File: src/rtl/game_pkg.sv
// Shared types and constants for the lane-defence game engine.
// Renderer tables map (dir, step) to screen coordinates.
package game_pkg;

  typedef enum logic [1:0] {
    DIR_UP    = 2'b00,
    DIR_DOWN  = 2'b01,
    DIR_LEFT  = 2'b10,
    DIR_RIGHT = 2'b11
  } dir_e;

  typedef enum logic [1:0] {
    IDLE = 2'd0,
    PLAY = 2'd1,
    OVER = 2'd2
  } state_e;

  localparam logic [15:0] LFSR_TAPS = 16'hB400;

  typedef logic [7:0] coord_t;
  localparam int TAB_STEPS = 3;

  // Outer index is dir (right..up), inner is step (2..0).
  localparam coord_t [3:0][TAB_STEPS-1:0] X_TAB = '{
    '{8'd110, 8'd130, 8'd150},
    '{8'd50,  8'd30,  8'd10},
    '{8'd80,  8'd80,  8'd80},
    '{8'd80,  8'd80,  8'd80}
  };

  localparam coord_t [3:0][TAB_STEPS-1:0] Y_TAB = '{
    '{8'd60,  8'd60,  8'd60},
    '{8'd60,  8'd60,  8'd60},
    '{8'd80,  8'd95,  8'd110},
    '{8'd40,  8'd25,  8'd10}
  };

endpackage

File: src/rtl/monster_wave_engine_if.sv
// Control inputs and game-state outputs of the wave engine.
// master drives the buttons/ticks, slave is the engine.
interface monster_wave_engine_if #(
  parameter int MONSTERS = 12,
  parameter int STEPS    = 3,
  parameter int LIVES    = 3,
  parameter int SCORE_W  = 16
);
  localparam int STEP_W  = $clog2(STEPS);
  localparam int LIVES_W = $clog2(LIVES + 1);

  logic                       start;
  logic                       move_tick;
  logic                       attack_req;
  logic [1:0]                 hero_dir;
  logic                       playing;
  logic                       game_over;
  logic [LIVES_W-1:0]         lives;
  logic [SCORE_W-1:0]         score;
  logic [MONSTERS-1:0]        mon_valid;
  logic [2*MONSTERS-1:0]      mon_dir;
  logic [STEP_W*MONSTERS-1:0] mon_step;
  logic [MONSTERS-1:0]        kill_pulse;

  modport master (
    output start, move_tick, attack_req, hero_dir,
    input  playing, game_over, lives, score,
    input  mon_valid, mon_dir, mon_step, kill_pulse
  );

  modport slave (
    input  start, move_tick, attack_req, hero_dir,
    output playing, game_over, lives, score,
    output mon_valid, mon_dir, mon_step, kill_pulse
  );
endinterface

File: src/rtl/lfsr16.sv
// 16-bit right-shifting Galois LFSR, free running.
// Drives spawn decisions for the wave engine.
module lfsr16
  import game_pkg::*;
#(
  parameter logic [15:0] SEED = 16'hACE1
) (
  input  logic        clk_game,
  input  logic        rst_n,
  output logic [15:0] state
);

  always_ff @(posedge clk_game or negedge rst_n) begin
    if (!rst_n) begin
      state <= SEED;
    end else begin
      state <= {1'b0, state[15:1]}
             ^ (state[0] ? LFSR_TAPS : 16'h0000);
    end
  end

endmodule

File: src/rtl/monster_wave_engine.sv
// Lane-defence game state: spawns, moves and kills monsters,
// and keeps lives, score and the game phase.
module monster_wave_engine
  import game_pkg::*;
#(
  parameter int          MONSTERS      = 12,
  parameter int          STEPS         = 3,
  parameter int          ATTACK_WINDOW = 500,
  parameter int          LIVES         = 3,
  parameter int          SCORE_W       = 16,
  parameter logic [15:0] LFSR_SEED     = 16'hACE1
) (
  input  logic                clk_game,
  input  logic                rst_n,
  monster_wave_engine_if.slave bus
);

  localparam int STEP_W  = $clog2(STEPS);
  localparam int LIVES_W = $clog2(LIVES + 1);
  localparam int CNT_W   = $clog2(ATTACK_WINDOW + 1);
  localparam int CNT_N   = $clog2(MONSTERS + 1);
  localparam logic [STEP_W-1:0] LAST = STEP_W'(STEPS - 1);

  state_e               state;
  logic                 playing_q;
  logic                 over_q;
  logic [LIVES_W-1:0]   lives_q;
  logic [SCORE_W-1:0]   score_q;
  logic [MONSTERS-1:0]  kp_q;
  logic                 start_q;
  logic                 move_q;
  logic                 atk_q;
  logic                 start_e;
  logic                 move_e;
  logic                 atk_e;
  logic [CNT_W-1:0]     win_cnt;
  dir_e                 atk_dir;
  logic [15:0]          lfsr;
  logic                 unused_lfsr;
  logic                 run;
  logic                 win_act;
  logic                 spawn_en;
  logic [MONSTERS-1:0]  valid;
  logic [MONSTERS-1:0]  kill;
  logic [MONSTERS-1:0]  arrive;
  logic [MONSTERS-1:0]  free;
  logic [MONSTERS-1:0]  spawn_oh;
  logic [CNT_N-1:0]     kill_n;
  logic [CNT_N-1:0]     arr_n;
  int                   lives_left;
  logic [SCORE_W:0]     score_sum;

  lfsr16 #(.SEED(LFSR_SEED)) u_lfsr (
    .clk_game (clk_game),
    .rst_n    (rst_n),
    .state    (lfsr)
  );

  assign start_e  = bus.start & ~start_q;
  assign move_e   = bus.move_tick & ~move_q;
  assign atk_e    = bus.attack_req & ~atk_q;
  // run is low on the cycle that lives hit 0: that cycle flushes to OVER
  assign run      = (state == PLAY) && (lives_q != '0);
  assign win_act  = (win_cnt != '0);
  assign spawn_en = run && move_e && (lfsr[1:0] != 2'b00);
  assign free     = ~valid;
  assign spawn_oh = spawn_en ? (free & (~free + MONSTERS'(1))) : '0;

  assign kill_n      = CNT_N'($countones(kill));
  assign arr_n       = CNT_N'($countones(arrive));
  assign lives_left  = int'(lives_q) - int'(arr_n);
  assign score_sum   = {1'b0, score_q} + (SCORE_W + 1)'(kill_n);
  assign unused_lfsr = ^lfsr[15:4];

  for (genvar i = 0; i < MONSTERS; i++) begin : g_slot
    logic              v_q;
    logic [1:0]        d_q;
    logic [STEP_W-1:0] s_q;
    logic              at_end;

    assign at_end    = v_q && (s_q == LAST);
    assign kill[i]   = run && win_act && at_end
                     && (d_q == atk_dir);
    assign arrive[i] = run && move_e && at_end && !kill[i];
    assign valid[i]  = v_q;

    always_ff @(posedge clk_game or negedge rst_n) begin
      if (!rst_n) begin
        v_q <= 1'b0;
        d_q <= '0;
        s_q <= '0;
      end else if (!run || kill[i] || arrive[i]) begin
        v_q <= 1'b0;
        d_q <= '0;
        s_q <= '0;
      end else if (spawn_oh[i]) begin
        v_q <= 1'b1;
        d_q <= lfsr[3:2];
        s_q <= '0;
      end else if (move_e && v_q) begin
        s_q <= s_q + STEP_W'(1);
      end
    end

    assign bus.mon_dir[2*i +: 2]           = d_q;
    assign bus.mon_step[STEP_W*i +: STEP_W] = s_q;
  end

  always_ff @(posedge clk_game or negedge rst_n) begin
    if (!rst_n) begin
      state     <= IDLE;
      playing_q <= 1'b0;
      over_q    <= 1'b0;
      lives_q   <= '0;
      score_q   <= '0;
      kp_q      <= '0;
      start_q   <= 1'b0;
      move_q    <= 1'b0;
      atk_q     <= 1'b0;
      win_cnt   <= '0;
      atk_dir   <= DIR_UP;
    end else begin
      start_q <= bus.start;
      move_q  <= bus.move_tick;
      atk_q   <= bus.attack_req;
      kp_q    <= kill;
      unique case (state)
        IDLE, OVER: begin
          if (start_e) begin
            state     <= PLAY;
            playing_q <= 1'b1;
            over_q    <= 1'b0;
            lives_q   <= LIVES_W'(LIVES);
            score_q   <= '0;
          end
        end
        PLAY: begin
          if (!run) begin
            state     <= OVER;
            playing_q <= 1'b0;
            over_q    <= 1'b1;
            win_cnt   <= '0;
          end else begin
            lives_q <= (lives_left <= 0) ? '0
                     : LIVES_W'(lives_left);
            score_q <= score_sum[SCORE_W] ? '1
                     : score_sum[SCORE_W-1:0];
            if (atk_e) begin
              atk_dir <= dir_e'(bus.hero_dir);
              win_cnt <= CNT_W'(ATTACK_WINDOW);
            end else if (win_act) begin
              win_cnt <= win_cnt - CNT_W'(1);
            end
          end
        end
        default: state <= IDLE;
      endcase
    end
  end

  assign bus.playing    = playing_q;
  assign bus.game_over  = over_q;
  assign bus.lives      = lives_q;
  assign bus.score      = score_q;
  assign bus.mon_valid  = valid;
  assign bus.kill_pulse = kp_q;

endmodule

File: src/flat_wrapper.sv
// flat-port wrapper written by rule: the top's interface ports become plain ports
module monster_wave_engine_flat import game_pkg::*;
#(
  parameter int          MONSTERS      = 12,
  parameter int          STEPS         = 3,
  parameter int          ATTACK_WINDOW = 500,
  parameter int          LIVES         = 3,
  parameter int          SCORE_W       = 16,
  parameter logic [15:0] LFSR_SEED     = 16'hACE1
)
  (clk_game, rst_n, bus_start, bus_move_tick, bus_attack_req, bus_hero_dir, bus_playing, bus_game_over, bus_lives, bus_score, bus_mon_valid, bus_mon_dir, bus_mon_step, bus_kill_pulse);
  monster_wave_engine_if #(.MONSTERS(MONSTERS), .STEPS(STEPS), .LIVES(LIVES), .SCORE_W(SCORE_W)) bus_i ();
  input  logic clk_game;
  input  logic rst_n;
  input wire logic [$bits(bus_i.start)-1:0] bus_start;
  input wire logic [$bits(bus_i.move_tick)-1:0] bus_move_tick;
  input wire logic [$bits(bus_i.attack_req)-1:0] bus_attack_req;
  input wire logic [$bits(bus_i.hero_dir)-1:0] bus_hero_dir;
  output wire logic [$bits(bus_i.playing)-1:0] bus_playing;
  output wire logic [$bits(bus_i.game_over)-1:0] bus_game_over;
  output wire logic [$bits(bus_i.lives)-1:0] bus_lives;
  output wire logic [$bits(bus_i.score)-1:0] bus_score;
  output wire logic [$bits(bus_i.mon_valid)-1:0] bus_mon_valid;
  output wire logic [$bits(bus_i.mon_dir)-1:0] bus_mon_dir;
  output wire logic [$bits(bus_i.mon_step)-1:0] bus_mon_step;
  output wire logic [$bits(bus_i.kill_pulse)-1:0] bus_kill_pulse;
  assign bus_i.start = bus_start;
  assign bus_i.move_tick = bus_move_tick;
  assign bus_i.attack_req = bus_attack_req;
  assign bus_i.hero_dir = bus_hero_dir;
  assign bus_playing = bus_i.playing;
  assign bus_game_over = bus_i.game_over;
  assign bus_lives = bus_i.lives;
  assign bus_score = bus_i.score;
  assign bus_mon_valid = bus_i.mon_valid;
  assign bus_mon_dir = bus_i.mon_dir;
  assign bus_mon_step = bus_i.mon_step;
  assign bus_kill_pulse = bus_i.kill_pulse;
  monster_wave_engine #(.MONSTERS(MONSTERS), .STEPS(STEPS), .ATTACK_WINDOW(ATTACK_WINDOW), .LIVES(LIVES), .SCORE_W(SCORE_W), .LFSR_SEED(LFSR_SEED)) u_core (.clk_game(clk_game), .rst_n(rst_n), .bus(bus_i));
endmodule
File: config.mk
export PLATFORM = sky130hd
export DESIGN_NAME = monster_wave_engine_flat
export DESIGN_NICKNAME = d
export VERILOG_FILES = /design/src/rtl/game_pkg.sv /design/src/rtl/monster_wave_engine_if.sv /design/src/rtl/lfsr16.sv /design/src/rtl/monster_wave_engine.sv /design/src/flat_wrapper.sv
export SDC_FILE = /design/constraint.sdc
export NUM_CORES = 1
export LEC_CHECK = 0
export ABC_AREA = 1
export BUFFER_PORTS_ARGS = -buffer_cell sky130_fd_sc_hd__buf_4
export CORE_AREA = 2 2 147 149
export CTS_BUF_LIST = sky130_fd_sc_hd__clkbuf_2
export DETAILED_ROUTE_END_ITERATION = 12
export DIE_AREA = 0 0 149 151
export PLACE_DENSITY_LB_ADDON = 0.05
export REMOVE_ABC_BUFFERS = 1
export SYNTH_ARGS = -nofsm -noshare
export SYNTH_HDL_FRONTEND = slang
export SYNTH_HIERARCHICAL = 1
export SYNTH_SLANG_ARGS = --single-unit
export TNS_END_PERCENT = 1
File: constraint.sdc
create_clock -name clk_game -period 10.7 [get_ports clk_game]
set_clock_uncertainty 0.1 [all_clocks]
set_input_delay 0.535 -clock clk_game [delete_from_list [all_inputs] [get_ports clk_game]]
set_output_delay 0.535 -clock clk_game [all_outputs]
set_load 0.03 [all_outputs]
After elaboration in Yosys (flattened, before gate mapping)

Cells that the tools add are included.

Output and inout bits: 92
Bits in read-only memories: 0
Memories kept: 0
RAM bits: 0
Bits of input ports: 7
Latch bits: 0
Register bits: 124

Reductions and logical operators: 148
$mul: 0
Add/sub/neg operators: 38
Muxes and demuxes: 106
Equality and inequality tests: 30
Divide/modulo/power cells: 0
Bitwise gates (word level): 10
$lt $le $gt $ge: 1
Shift-type cells: 0

Operators by type and width:

| cell                                                                              | count |
|---|---|
| 2-bit two-way mux                                                                 | 65 |
| 1-bit logical AND                                                                 | 76 |
| 16-bit two-way mux                                                                | 4 |
| 4-bit adder                                                                       | 10 |
| 3-bit nonzero test                                                                | 12 |
| 32-bit by 1-bit less-or-equal comparator with 1-bit output, second input constant | 1 |
| 16-bit case mux with 2 select lines                                               | 1 |
| 2-bit nonzero test                                                                | 15 |
| 1-bit two-way mux                                                                 | 28 |
| 9-bit two-way mux                                                                 | 3 |
| 2-bit == test, second input constant                                              | 13 |
| 1-bit by 1-bit adder with 2-bit output                                            | 12 |
| 2-bit by 1-bit adder with 2-bit output, second input constant                     | 12 |
| 2-bit == test                                                                     | 12 |
| 1-bit logical OR                                                                  | 24 |
| 12-bit inverter                                                                   | 2 |
| 16-bit by 4-bit adder with 17-bit output                                          | 1 |
| 15-bit by 16-bit bitwise XOR with 16-bit output                                   | 1 |
| 1-bit zero test                                                                   | 13 |
| 12-bit by 1-bit adder with 12-bit output, second input constant                   | 1 |
| 12-bit bitwise AND                                                                | 1 |
| 12-bit two-way mux                                                                | 1 |
| 3-bit AND reduction                                                               | 3 |
| 9-bit nonzero test                                                                | 1 |
| 13 further kinds                                                                  | 21 |

Logic depth before layout (Yosys ltp)

Gate-level depths: netlist (run 1).

Depth after elaboration: 16
Mapped depth: 28
Gate-level depth less buffers: 27

Hierarchy

Netlist (run 1), hierarchy kept.

By module, submodules not included:

| module              | seq. area each (µm²) | area an instance (µm²) | instances | cells an instance |
|---|---|---|---|---|
| monster_wave_engine | 2702.6               | 6726.5                 | 1         | 882 |
| lfsr16              | 410.4                | 459.2                  | 1         | 29 |

Worst setup path after synthesis (run 1)

No wires, ideal clock.

Path type: reg2reg
From: register u_core.win_cnt[0]
To: register u_core.score_q[2] (netlist: u_core/bus.score[2])
Cell stages (with the launch flop): 27
Clock period less this slack: 4.796 ns
Data arrival time: 4.579 ns
Slack: 5.904 ns
Setup time: 0.117 ns
Cells stage by stage: dfrtp_1 > inv_1 > ha_1 > inv_1 > nor2_1 > nand2_1 > nor2_2 > nor2_4 > buf_6 > nand3_1 > inv_1 > fa_1 > inv_1 > fa_1 > fa_1 > fa_1 > fa_1 > inv_1 > fa_1 > nand2_1 > nand2_1 > nand3_1 > nand2_1 > nand3_1 > o21ai_0 > nand2_1 > nand2_1

Word-level cells in the longest chain between the ends: 12

RTL lines:

| what                                                         | line                       | RTL |
|---|---|---|
| start, declared                                              | monster_wave_engine.sv:36  | `logic [CNT_W-1:0] win_cnt;` |
| start signal, assigned                                       | monster_wave_engine.sv:150 | `win_cnt <= CNT_W'(ATTACK_WINDOW);` |
| start signal, assigned                                       | monster_wave_engine.sv:152 | `win_cnt <= win_cnt - CNT_W'(1);` |
| 9-bit nonzero test                                           | monster_wave_engine.sv:64  | `assign win_act = (win_cnt != '0);` |
| 1-bit logical AND (2 in a row)                               | monster_wave_engine.sv:82  | `assign kill[i] = run && win_act && at_end` |
| 1-bit logical AND                                            | monster_wave_engine.sv:83  | `&& (d_q == atk_dir);` |
| via u_core.kill[0]                                           | monster_wave_engine.sv:44  | `logic [MONSTERS-1:0] kill;` |
| 1-bit by 1-bit adder with 2-bit output (not written as such) | monster_wave_engine.sv:69  | `assign kill_n = CNT_N'($countones(kill));` |
| 4-bit adder (not written as such) (3 in a row)               | monster_wave_engine.sv:69  |  |
| 16-bit by 4-bit adder with 17-bit output                     | monster_wave_engine.sv:72  | `assign score_sum = {1'b0, score_q} + (SCORE_W + 1)'(kill_n);` |
| 16-bit two-way mux                                           | monster_wave_engine.sv:146 | `score_q <= score_sum[SCORE_W] ? '1` |
| 16-bit two-way mux                                           | monster_wave_engine.sv:138 | `if (!run) begin` |
| 16-bit case mux with 2 select lines                          | monster_wave_engine.sv:127 | `unique case (state)` |
| end signal, assigned                                         | monster_wave_engine.sv:146 |  |
| end, declared                                                | monster_wave_engine.sv:28  | `logic [SCORE_W-1:0] score_q;` |

The timed path passes the listed nets, and every way through them passes these cells. The select of a mux whose other input is x is not followed.
A chain may end at the register's enable or synchronous reset.

Final worst setup path (run 1)

From: register u_core.state[1]
To: register u_core.score_q[6] (netlist: u_core/bus.score[6])

Word-level cells in the longest chain between the ends: 13

RTL lines:

| what                                                         | line                       | RTL |
|---|---|---|
| start, declared                                              | monster_wave_engine.sv:24  | `state_e state;` |
| start signal, assigned                                       | monster_wave_engine.sv:111 | `state <= IDLE;` |
| start signal, assigned                                       | monster_wave_engine.sv:130 | `state <= PLAY;` |
| start signal, assigned                                       | monster_wave_engine.sv:139 | `state <= OVER;` |
| 2-bit by 1-bit == test with 1-bit output                     | monster_wave_engine.sv:63  | `assign run = (state == PLAY) && (lives_q != '0);` |
| 1-bit logical AND                                            | monster_wave_engine.sv:63  |  |
| 1-bit logical AND (2 in a row)                               | monster_wave_engine.sv:82  |  |
| 1-bit logical AND                                            | monster_wave_engine.sv:83  |  |
| via u_core.kill[0]                                           | monster_wave_engine.sv:44  |  |
| 1-bit by 1-bit adder with 2-bit output (not written as such) | monster_wave_engine.sv:69  |  |
| 4-bit adder (not written as such) (3 in a row)               | monster_wave_engine.sv:69  |  |
| 16-bit by 4-bit adder with 17-bit output                     | monster_wave_engine.sv:72  |  |
| 16-bit two-way mux                                           | monster_wave_engine.sv:146 |  |
| 16-bit two-way mux                                           | monster_wave_engine.sv:138 |  |
| 16-bit case mux with 2 select lines                          | monster_wave_engine.sv:127 |  |

The timed path passes the listed nets, and every way through them passes these cells. The select of a mux whose other input is x is not followed.

==> results of run 1 <==
-- worst reg2reg max path: cells and delay by family, from the launching register on --
family	cells	cell delay, ps
compound gates	1	90
flops	1	440
fa+ha+maj	6	2380
buf+inv	5	670
simple gates	11	2110
-- cells in the mapped netlist, drive strengths merged --
cell type | number | area (um2)
nand2 | 249 | 952
inv | 153 | 574
dfrtp | 116 | 2900
nor2 | 95 | 405
nand3 | 72 | 373
o21ai | 46 | 230
a21oi | 39 | 195
ha | 35 | 438
buf | 24 | 161
xor2 | 24 | 210
fa | 17 | 340
nand4 | 11 | 68.8
nor3 | 9 | 45.0
dfstp | 8 | 210
nand3b | 4 | 30.0
clkbuf | 3 | 11.3
o211ai | 2 | 15.0
or2 | 2 | 12.5
clkinv | 1 | 3.75
o22ai | 1 | 6.26
-- placed cells by master (no fill, tap or decap) --
cell / n
clkinv_4: 2
nor2_4: 3
inv_6: 5
o22ai_1: 1
o21ai_0: 39
fa_1: 17
nor2_2: 4
dfrtp_1: 116
xor2_1: 24
clkinv_8: 1
dlygate4sd3_1: 6
inv_2: 7
clkinv_1: 1
nand3_4: 1
inv_1: 146
nand2_1: 242
diode_2: 1
nand2_2: 7
o211ai_1: 2
clkbuf_2: 17
dfstp_2: 8
o21ai_1: 7
bufinv_16: 1
clkinvlp_4: 1
nor2_8: 1
nand3b_1: 4
inv_8: 5
nor2_1: 87
a21oi_1: 39
nand4_1: 11
nand3_1: 71
nor3_1: 9
buf_4: 100
ha_1: 35
or2_2: 2
-- metal layers --
layer / up-vias / wire (um)
met5: - / 0
met4: 0 / 329
met3: 19 / 871
met2: 143 / 8540
met1: 2817 / 9790
li1: 3030 / -
-- what timing repair did --
action                                  in CTS  in global routing
endpoints found under the hold margin       78                  0
hold buffers                                 6                  0
endpoints found under the setup margin       0                  0
resized for setup                            0                  0
-- flip-flops by register name (all words and copies together), names as in the netlist, 2 cells and up --
name,cells
u_core/atk_dir,2
u_core/g_slot.s_q,24
u_core/g_slot.d_q,24
u_core/u_lfsr/state,16
u_core/bus.lives,2
u_core/g_slot.v_q,12
u_core/state,2
u_core/bus.kill_pulse,12
u_core/win_cnt,9
u_core/bus.score,16
-- per-stage QoR --
stage	setup WS [ps]	util	cells	hold slack, ps	instance area, um2
CTS	4770	0.405	1297	275	8420
finish	4840	0.405	1298	276	8430
global route	4390	0.405	1298	249	8430
detailed placement	4830	0.389	1259	235	8110
global placement	5060	0.389	1259	233	8110
floorplan	5600	-	884	139	7010
-- worst max-delay path by stage --
stage | startpoint | to | cells after the start
floorplan | u_core/bus.lives[1]$_DFFE_PN0P_ | u_core/bus.score[2]$_DFFE_PN0P_ | 22
global placement | u_core/state[1]$_DFFE_PN0P_ | u_core/bus.score[6]$_DFFE_PN0P_ | 23
detailed placement | u_core/state[1]$_DFFE_PN0P_ | u_core/bus.score[13]$_DFFE_PN0P_ | 23
CTS | u_core/state[1]$_DFFE_PN0P_ | u_core/bus.score[6]$_DFFE_PN0P_ | 23
global route | u_core/state[1]$_DFFE_PN0P_ | u_core/bus.score[6]$_DFFE_PN0P_ | 23
finish | u_core/state[1]$_DFFE_PN0P_ | u_core/bus.score[6]$_DFFE_PN0P_ | 23
-- power breakdown --
group,leakage (nW),internal [mW],total [mW],switching [mW]
Clock,0.153,0.0989,0.329,0.230
Combinational,2.55,0.162,0.538,0.376
Sequential,1.67,0.511,0.569,0.0581
Total,4.37,0.772,1.44,0.665
-- final cells by class --
cell class / instances / share of cell area
sequential: 124 / 0.369
antenna: 1 / 0.000297
inverter: 154 / 0.0686
multi-input combinational: 606 / 0.394
timing repair buffer: 106 / 0.0962
tap: 275 / 0.0408
clock buffer: 17 / 0.0101
clock inverter: 15 / 0.0203
-- kinds of logic after synthesis --
kind of cell | count (synthesis) | share of synthesized area
adder cells (fa/ha/maj) | 52 | 0.108
flip-flops | 124 | 0.433
AND/OR/NAND/NOR | 442 | 0.263
buffers and inverters | 181 | 0.104
XOR/XNOR | 24 | 0.0293
AO/OA/AOI/OAI | 88 | 0.0622
==> reports/metrics.cfg, run 1 <==
[die]
ios = 99
rows = 53
die-area_um2 = 22500
start_util = 0.345
die_h_um = 151
core_um2 = 20800
die_w_um = 149

[clock_tree]
clock_latency_ps = 750
htreeDepth = 4
path_clk_slew_ps = 250
post_cts_buffers = 0
cts-root-buf = clkbuf_2
cts_tree = built
cts_made_buffers = 17
clockBufferDepth = 2
numClockSinks = 124

[pwr]
peakVddDrop_mv = 0.0808
leakagePower_nw = 4.37
p_per_area_nw_per_um2 = 170
p_total_mw = 1.44

[timing]
rsz0062_at_grt = no
slew-limit-headroom = 0.338
hold_viol = 0
worstMarginPinSlew_ps = 993
max_freq_mhz = 171
drv_slew = 0
fin_crit_sh = 0.548
final.setup.tns_ps = 0
setup-violations-final = 0
min_period_ps = 5860

[finish]
drive_gt1_frac = 0.161
syn_to_final_growth_pct = 17.3
nFillCells = 2197
finalNetCount = 1068
multi_input_area_um2 = 3320
regArea_um2 = 3110

[worst_setup_path]
crit_required_ps = 11250
cpLargestDelayFamily = adder cells
arrival_ps = 6410
worst-path-max-fanout = 36
end_kind = register
worstPathCellList = inv_1, nand2_2, nor2_8, inv_2, nor2_4, nand3_1, inv_1, fa_1, inv_1, fa_1, fa_1, fa_1, fa_1, inv_1, fa_1, nand2_1, nand2_1, nand3_1, nand2_1, nand3_1, nand3_1, nand2_1, o21ai_0
crit_top_cell = fa_1
rr_worst_depth = 23
reg2reg_from = u_core/state[1]$_DFFE_PN0P_
worstSetupStartpointType = register
crit_type = reg2reg
worst-path-buf-inv = 5
timing.rr.end = u_core/bus.score[6]$_DFFE_PN0P_
reg2reg_slack_ps = 4840
crit_slowest_cell = fa_1
slowest_delay_ps = 510

[synth]
ys_seq_area_frac = 0.433
syn_area_um2 = 7190
ys_types = 30
postSynthAreaPerCell_um2 = 7.89
yosysWarnings = 6
synth-seq-cells = 124
syn-instance-count = 911

[min_path]
hold_start = u_core/u_lfsr/state[7]$_DFF_PN1_
hold_path_class = reg2reg
hold_depth = 0
worst_hold_path.endpoint = u_core/u_lfsr/state[6]$_DFF_PN1_

[drt]
drt-vias-per-instance = 4.63
drc = 0
drt_iter0_drc = 400
drt_pass1_iterations = 5
ant_nets = 0
dr_total_vias = 6009
routedWlPerCell_um = 15.0
drt-total-wl_mm = 19.5

[status]
status = complete, no violations

[grt]
grt_use_total = 0.182
antenna_found_initial = 1
grt_pass1_vias = 5778
grt_max_degree = 73
gr-usage-met1 = 0.266
busiest_layer = met2
met2_usage = 0.272
grt_pass1_wl_mm = 31.1
globalRoute.totalOverflow = 0
grtUsageMet3 = 0.0404

[placed_design]
routabilityCongestion = 0.778
dpl.hpwl_mm = 14.3
port_buffers = 98

[flow_run]
cap_violations = 0

Power figures use the tool's default switching activity.
==> run 2: changes to the inputs <==
==> constraint.sdc (replaced) <==
create_clock -name clk_game -period 4.9 [get_ports clk_game]
set_clock_uncertainty 0.1 [all_clocks]
set_input_delay 0.245 -clock clk_game [delete_from_list [all_inputs] [get_ports clk_game]]
set_output_delay 0.245 -clock clk_game [all_outputs]
set_load 0.03 [all_outputs]
==> reports/metrics.cfg, run 2 (synthesis results as in run 1) <==
[status]
status = complete, no violations

[timing]
slew-limit-headroom = 0.377  ; +0.0390
rsz0062_at_grt = yes
drv_slew = 0  ; unchanged
min_period_ps = 4870  ; -995 ps
hold_viol = 0  ; unchanged
setup-violations-final = 0  ; unchanged
max_freq_mhz = 205  ; +20%
worstMarginPinSlew_ps = 931  ; -62.0 ps
final.setup.tns_ps = 0  ; unchanged
fin_crit_sh = 0.993  ; +0.445
setup_ws_ps = 32.8  ; -4810 ps
hold_slack_ps = 106  ; -169 ps

[die]
die-area_um2 = 22500  ; unchanged
die_w_um = 149  ; unchanged
ios = 99  ; unchanged
die_h_um = 151  ; unchanged
start_util = 0.345  ; unchanged
rows = 53  ; unchanged
core_um2 = 20800  ; unchanged

[finish]
layout_common_cells = nand2_1 (230), buf_4 (152), inv_1 (134)
final_cells = 1358  ; +4.6%
finalNetCount = 1128  ; +5.6%
finish.utilization = 0.436  ; +0.0311
finalInstanceArea_um2 = 9070  ; +7.7%
layout_commonest_cell = nand2_1
largest_registers = u_core/g_slot.d_q (24), u_core/g_slot.s_q (24)
syn_to_final_growth_pct = 26.3
nFillCells = 2194  ; -0.14%
drive_gt1_frac = 0.242  ; +0.0807

[drt]
drc = 0  ; unchanged
ant_nets = 0  ; unchanged
drt-total-wl_mm = 20.1  ; +2.8%
drt_pass1_iterations = 5  ; unchanged
routedWlPerCell_um = 14.8  ; -1.8%
drt_iter0_drc = 385  ; -3.8%
dr_total_vias = 6223  ; +3.6%
drt-vias-per-instance = 4.58  ; -1.0%

[placed_design]
port_buffers = 98  ; unchanged
routabilityCongestion = 0.819  ; +5.3%
dp_cells = 1310  ; +4.1%
dpl.hpwl_mm = 14.8  ; +4.1%
dpl_cell_area_um2 = 8500  ; +4.9%
dp_slack_ps = -6.05  ; -4830 ps

[worst_setup_path]
end_kind = register
crit_slowest_cell = fa_1
slowest_delay_ps = 560  ; +50 ps
crit_required_ps = 5420  ; -5830 ps
arrival_ps = 5390  ; -1020 ps
rr_worst_depth = 27  ; +17%
crit_type = reg2reg
worst-path-max-fanout = 7  ; -81%
worstSetupStartpointType = register

[grt]
globalRoute.totalOverflow = 0  ; unchanged
grt_use_total = 0.185  ; +0.00306
antenna_found_initial = 1  ; unchanged
grt_pass1_wl_mm = 31.9  ; +2.4%
grt_max_degree = 74  ; +1.4%
grt_pass1_vias = 5865  ; +1.5%

[pwr]
p_int_mw = 1.96  ; +150%
leakagePower_nw = 4.69  ; +7.3%
power_frac_comb = 0.411  ; +0.036
power_switching_mw = 1.46  ; +120%
p_sw_frac = 0.427  ; -0.0354
p_per_area_nw_per_um2 = 377  ; +120%
peakVddDrop_mv = 0.191  ; +140%
pwr-share-seq = 0.355  ; -0.041
p_total_mw = 3.42  ; +140%
pwr-share-clk = 0.234  ; +0.005

[min_path]
hold_path_class = in2reg
hold_depth = 2  ; +2

[flow_run]
cap_violations = 0  ; unchanged

[clock_tree]
cts_made_buffers = 17  ; unchanged
numClockSinks = 124  ; unchanged
clock_latency_ps = 710  ; -40 ps
htreeDepth = 4  ; unchanged
cts-root-buf = clkbuf_2
cts_tree = built
path_clk_slew_ps = 200  ; -50 ps
clockBufferDepth = 2  ; unchanged

[run 2: repair_timing]
item | 4_1_cts | 5_1_grt
pin swaps | 2 | 13
resized for setup | 5 | 48
setup endpoints to repair | 12 | 18
endpoints found under the hold margin | 121 | 1
hold buffers | 9 | 1
buffers inserted | 3 | 2
[run 2: path summary, 6_finish.rpt]
path                                                        from                                 to  slack, ps
worst max-delay path               u_core/win_cnt[0]$_DFFE_PN0P_    u_core/bus.score[2]$_DFFE_PN0P_         30
worst min-delay path                                   bus_start           u_core/start_q$_DFF_PN0_        110
worst max register to register     u_core/win_cnt[0]$_DFFE_PN0P_    u_core/bus.score[2]$_DFFE_PN0P_         30
worst min register to register  u_core/u_lfsr/state[4]$_DFF_PN0_   u_core/u_lfsr/state[3]$_DFF_PN0_        250
max in group asynchronous                                  rst_n  u_core/u_lfsr/state[15]$_DFF_PN1_       3760
min in group asynchronous                                  rst_n      u_core/win_cnt[7]$_DFFE_PN0P_        490
[run 2: layer usage]
| metal | track usage | routed length (um) | part of all wire |
|---|---|---|---|
| met1 | 0.278 | 10200 | 0.51 |
| met2 | 0.277 | 9000 | 0.45 |
| met3 | 0.0361 | 748 | 0.037 |
| met4 | 0.0410 | 161 | 0.0080 |
| met5 | 0 | 0 | 0 |
[run 2: final cells by class]
cell class              count  area [um2]  share of cell area
clock inverters            15         211              0.0233
inverters                 154         578              0.0637
repair buffers            166        1320               0.146
multi-input cells         606        3420               0.377
diodes                      1        2.50            0.000276
well taps                 275         344              0.0379
clock buffers              17        85.1             0.00938
flip-flops and latches    124        3110               0.343
[run 2: critical path: cells and delay by family, from the launching register on]
family / cells / cell delay [ps]
AO/OA/AOI/OAI: 1 / 70
flip-flops: 1 / 430
adder cells (fa/ha/maj): 7 / 2680
buffers and inverters: 7 / 520
AND/OR/NAND/NOR: 12 / 980
[run 2: power groups by stage]
stage          Combinational, mW  Clock (mW)  Sequential (mW)
6_report                    1.41       0.800             1.22
3_5_place_dp                1.33           0             1.23
5_1_grt                     1.58       0.887             1.23
3_3_place_gp                1.33           0             1.24
4_1_cts                     1.35       0.838             1.22
2_1_floorplan              0.725           0             1.31
==> run 3: changes to the inputs <==
--- a/config.mk
+++ b/config.mk
@@ -12,7 +12,6 @@
 export DETAILED_ROUTE_END_ITERATION = 12
 export DIE_AREA = 0 0 149 151
 export PLACE_DENSITY_LB_ADDON = 0.05
-export REMOVE_ABC_BUFFERS = 1
 export SYNTH_ARGS = -nofsm -noshare
 export SYNTH_HDL_FRONTEND = slang
 export SYNTH_HIERARCHICAL = 1
==> reports/metrics.cfg, run 3 (synthesis results as in run 1) <==
[die]
die_w_um = 149  ; unchanged
rows = 53  ; unchanged
die-area_um2 = 22500  ; unchanged
die_h_um = 151  ; unchanged
core_um2 = 20800  ; unchanged
start_util = 0.345  ; unchanged
ios = 99  ; unchanged

[timing]
worstMarginPinSlew_ps = 953  ; +22.1 ps
min_period_ps = 4830  ; -37.1 ps
setup_ws_ps = 69.9  ; +37.1 ps
hold_viol = 0  ; unchanged
setup-violations-final = 0  ; unchanged
drv_slew = 0  ; unchanged
fin_crit_sh = 0.986  ; -0.00757
slew-limit-headroom = 0.362  ; -0.0148
max_freq_mhz = 207  ; +0.77%
rsz0062_at_grt = yes

[finish]
layout_common_cells = nand2_1 (233), buf_4 (148), inv_1 (132)
largest_registers = u_core/g_slot.d_q (24), u_core/g_slot.s_q (24)
finalNetCount = 1124  ; -0.35%
syn_to_final_growth_pct = 24.9
layout_commonest_cell = nand2_1
drive_gt1_frac = 0.237  ; -0.00467
finish.utilization = 0.431  ; -0.00475

[drt]
dr_total_vias = 6149  ; -1.2%
routedWlPerCell_um = 14.4  ; -2.3%
drt-total-wl_mm = 19.6  ; -2.6%
ant_nets = 0  ; unchanged
drt_iter0_drc = 280  ; -27%
drt_pass1_iterations = 4  ; -1
drc = 0  ; unchanged
drt-vias-per-instance = 4.54  ; -0.90%

[clock_tree]
htreeDepth = 4  ; unchanged
clock_latency_ps = 740  ; +30 ps
path_clk_slew_ps = 260  ; +60 ps
cts-root-buf = clkbuf_2
numClockSinks = 124  ; unchanged
cts_made_buffers = 17  ; unchanged
cts_tree = built
clockBufferDepth = 2  ; unchanged

[worst_setup_path]
crit_type = reg2reg
end_kind = register
worstSetupStartpointType = register
worst-path-max-fanout = 8  ; +1
arrival_ps = 5400  ; about the same
crit_required_ps = 5470  ; +50 ps

[grt]
grt_use_total = 0.186  ; +0.000372
grt_pass1_vias = 5969  ; +1.8%
antenna_found_initial = 1  ; unchanged
grt_max_degree = 51  ; -31%
grt_pass1_wl_mm = 31.8  ; -0.26%
globalRoute.totalOverflow = 0  ; unchanged

[placed_design]
port_buffers = 98  ; unchanged
dpl.hpwl_mm = 14.6  ; -1.4%
dp_slack_ps = 28.0  ; +34.1 ps
routabilityCongestion = 0.786  ; -4.0%

[synth]
synth_nets = 970

[status]
status = complete, no violations

[flow_run]
cap_violations = 0  ; unchanged

[min_path]
hold_path_class = in2reg

[pwr]
peakVddDrop_mv = 0.190  ; -0.93%
leakagePower_nw = 4.63  ; -1.3%
p_total_mw = 3.27  ; -4.5%
p_per_area_nw_per_um2 = 364  ; -3.4%

run 3: cell types whose count changed in the layout (fill, tap and decap cells not counted), moves of 3 or more:
cell       delta
nand2_1       +3
bufinv_16     -4
buf_4         -4
inv_8         +6
clkinv_4      -3
run 3: per-stage QoR:
stage | std cells | setup TNS (ps) | cell area [um2] | hold WS [ps]
after floorplan | 911 | 0 | 7190 | -151
after global placement | 1303 | 0 | 8440 | 176
after detailed placement | 1303 | 0 | 8440 | 177
after CTS | 1347 | -6.04 | 8820 | 110
after global routing | 1354 | -3570 | 8980 | 144
final | 1354 | 0 | 8980 | 211
run 3: where the power goes:
group / switching [mW] / internal, mW / leakage, nW
sequential: 0.107 / 1.12 / 1.67
combinational: 0.883 / 0.476 / 2.82
clock: 0.512 / 0.174 / 0.152
total: 1.50 / 1.77 / 4.63
run 3: area by class of cell:
cell class / count / area (um2)
clock buffers: 17 / 85.1
repair buffers: 162 / 1260
fillers: 2189 / 11800
diodes: 1 / 2.50
clock inverters: 15 / 161
well taps: 275 / 344
inverters: 154 / 581
multi-input cells: 606 / 3420
flip-flops and latches: 124 / 3110
run 3: repair_timing:
action                                  4_1_cts  5_1_grt
hold endpoints to repair                    114        0
buffers inserted                              1        7
pin swaps                                     2       29
gates resized for setup                       3       51
endpoints found under the setup margin        2       18
hold buffers                                 11        0
gates cloned                                  0        0
run 3: metal layers:
| layer | wire (um) | track usage | part of all wire | vias to the layer above |
|---|---|---|---|---|
| li1 | - | - | - | 3142 |
| met1 | 9490 | 0.258 | 0.49 | 2884 |
| met2 | 9120 | 0.300 | 0.47 | 109 |
| met3 | 718 | 0.0343 | 0.037 | 14 |
| met4 | 229 | 0.0486 | 0.012 | 0 |
| met5 | 0 | 0 | 0 | - |
run 3: worst paths after layout:
path / start / end / slack, ps / cells past startpoint
setup / recovery: u_core/win_cnt[0]$_DFFE_PN0P_ / u_core/bus.score[14]$_DFFE_PN0P_ / 70 / 26
hold / removal: bus_hero_dir[0] / u_core/atk_dir[0]$_DFFE_PN0P_ / 210 / 4
setup reg to reg: u_core/win_cnt[0]$_DFFE_PN0P_ / u_core/bus.score[14]$_DFFE_PN0P_ / 70 / 26
hold reg to reg: u_core/u_lfsr/state[7]$_DFF_PN1_ / u_core/u_lfsr/state[6]$_DFF_PN1_ / 280 / 0
max in group asynchronous: rst_n / u_core/atk_dir[1]$_DFFE_PN0P_ / 3550 / 4
min in group asynchronous: rst_n / u_core/g_slot[0].s_q[1]$_DFFE_PN0P_ / 470 / 4
run 3: critical path, cell delays in order, from the launching register on:
cell and delay, ps:
dfrtp_1 450, inv_2 80, ha_4 130, inv_4 30
nor2_4 90, nand2_2 60, nor2_4 140, nor2_4 90
nand2_2 80, inv_2 40, fa_1 540, inv_2 40
fa_1 520, fa_1 450, fa_1 510, fa_2 370
inv_2 70, fa_2 210, nand2_2 60, nand2_2 80
nand3_2 90, nand2_2 90, nand3_2 80, buf_6 150
nand3_1 80, nand2_1 50, nand2_1 80
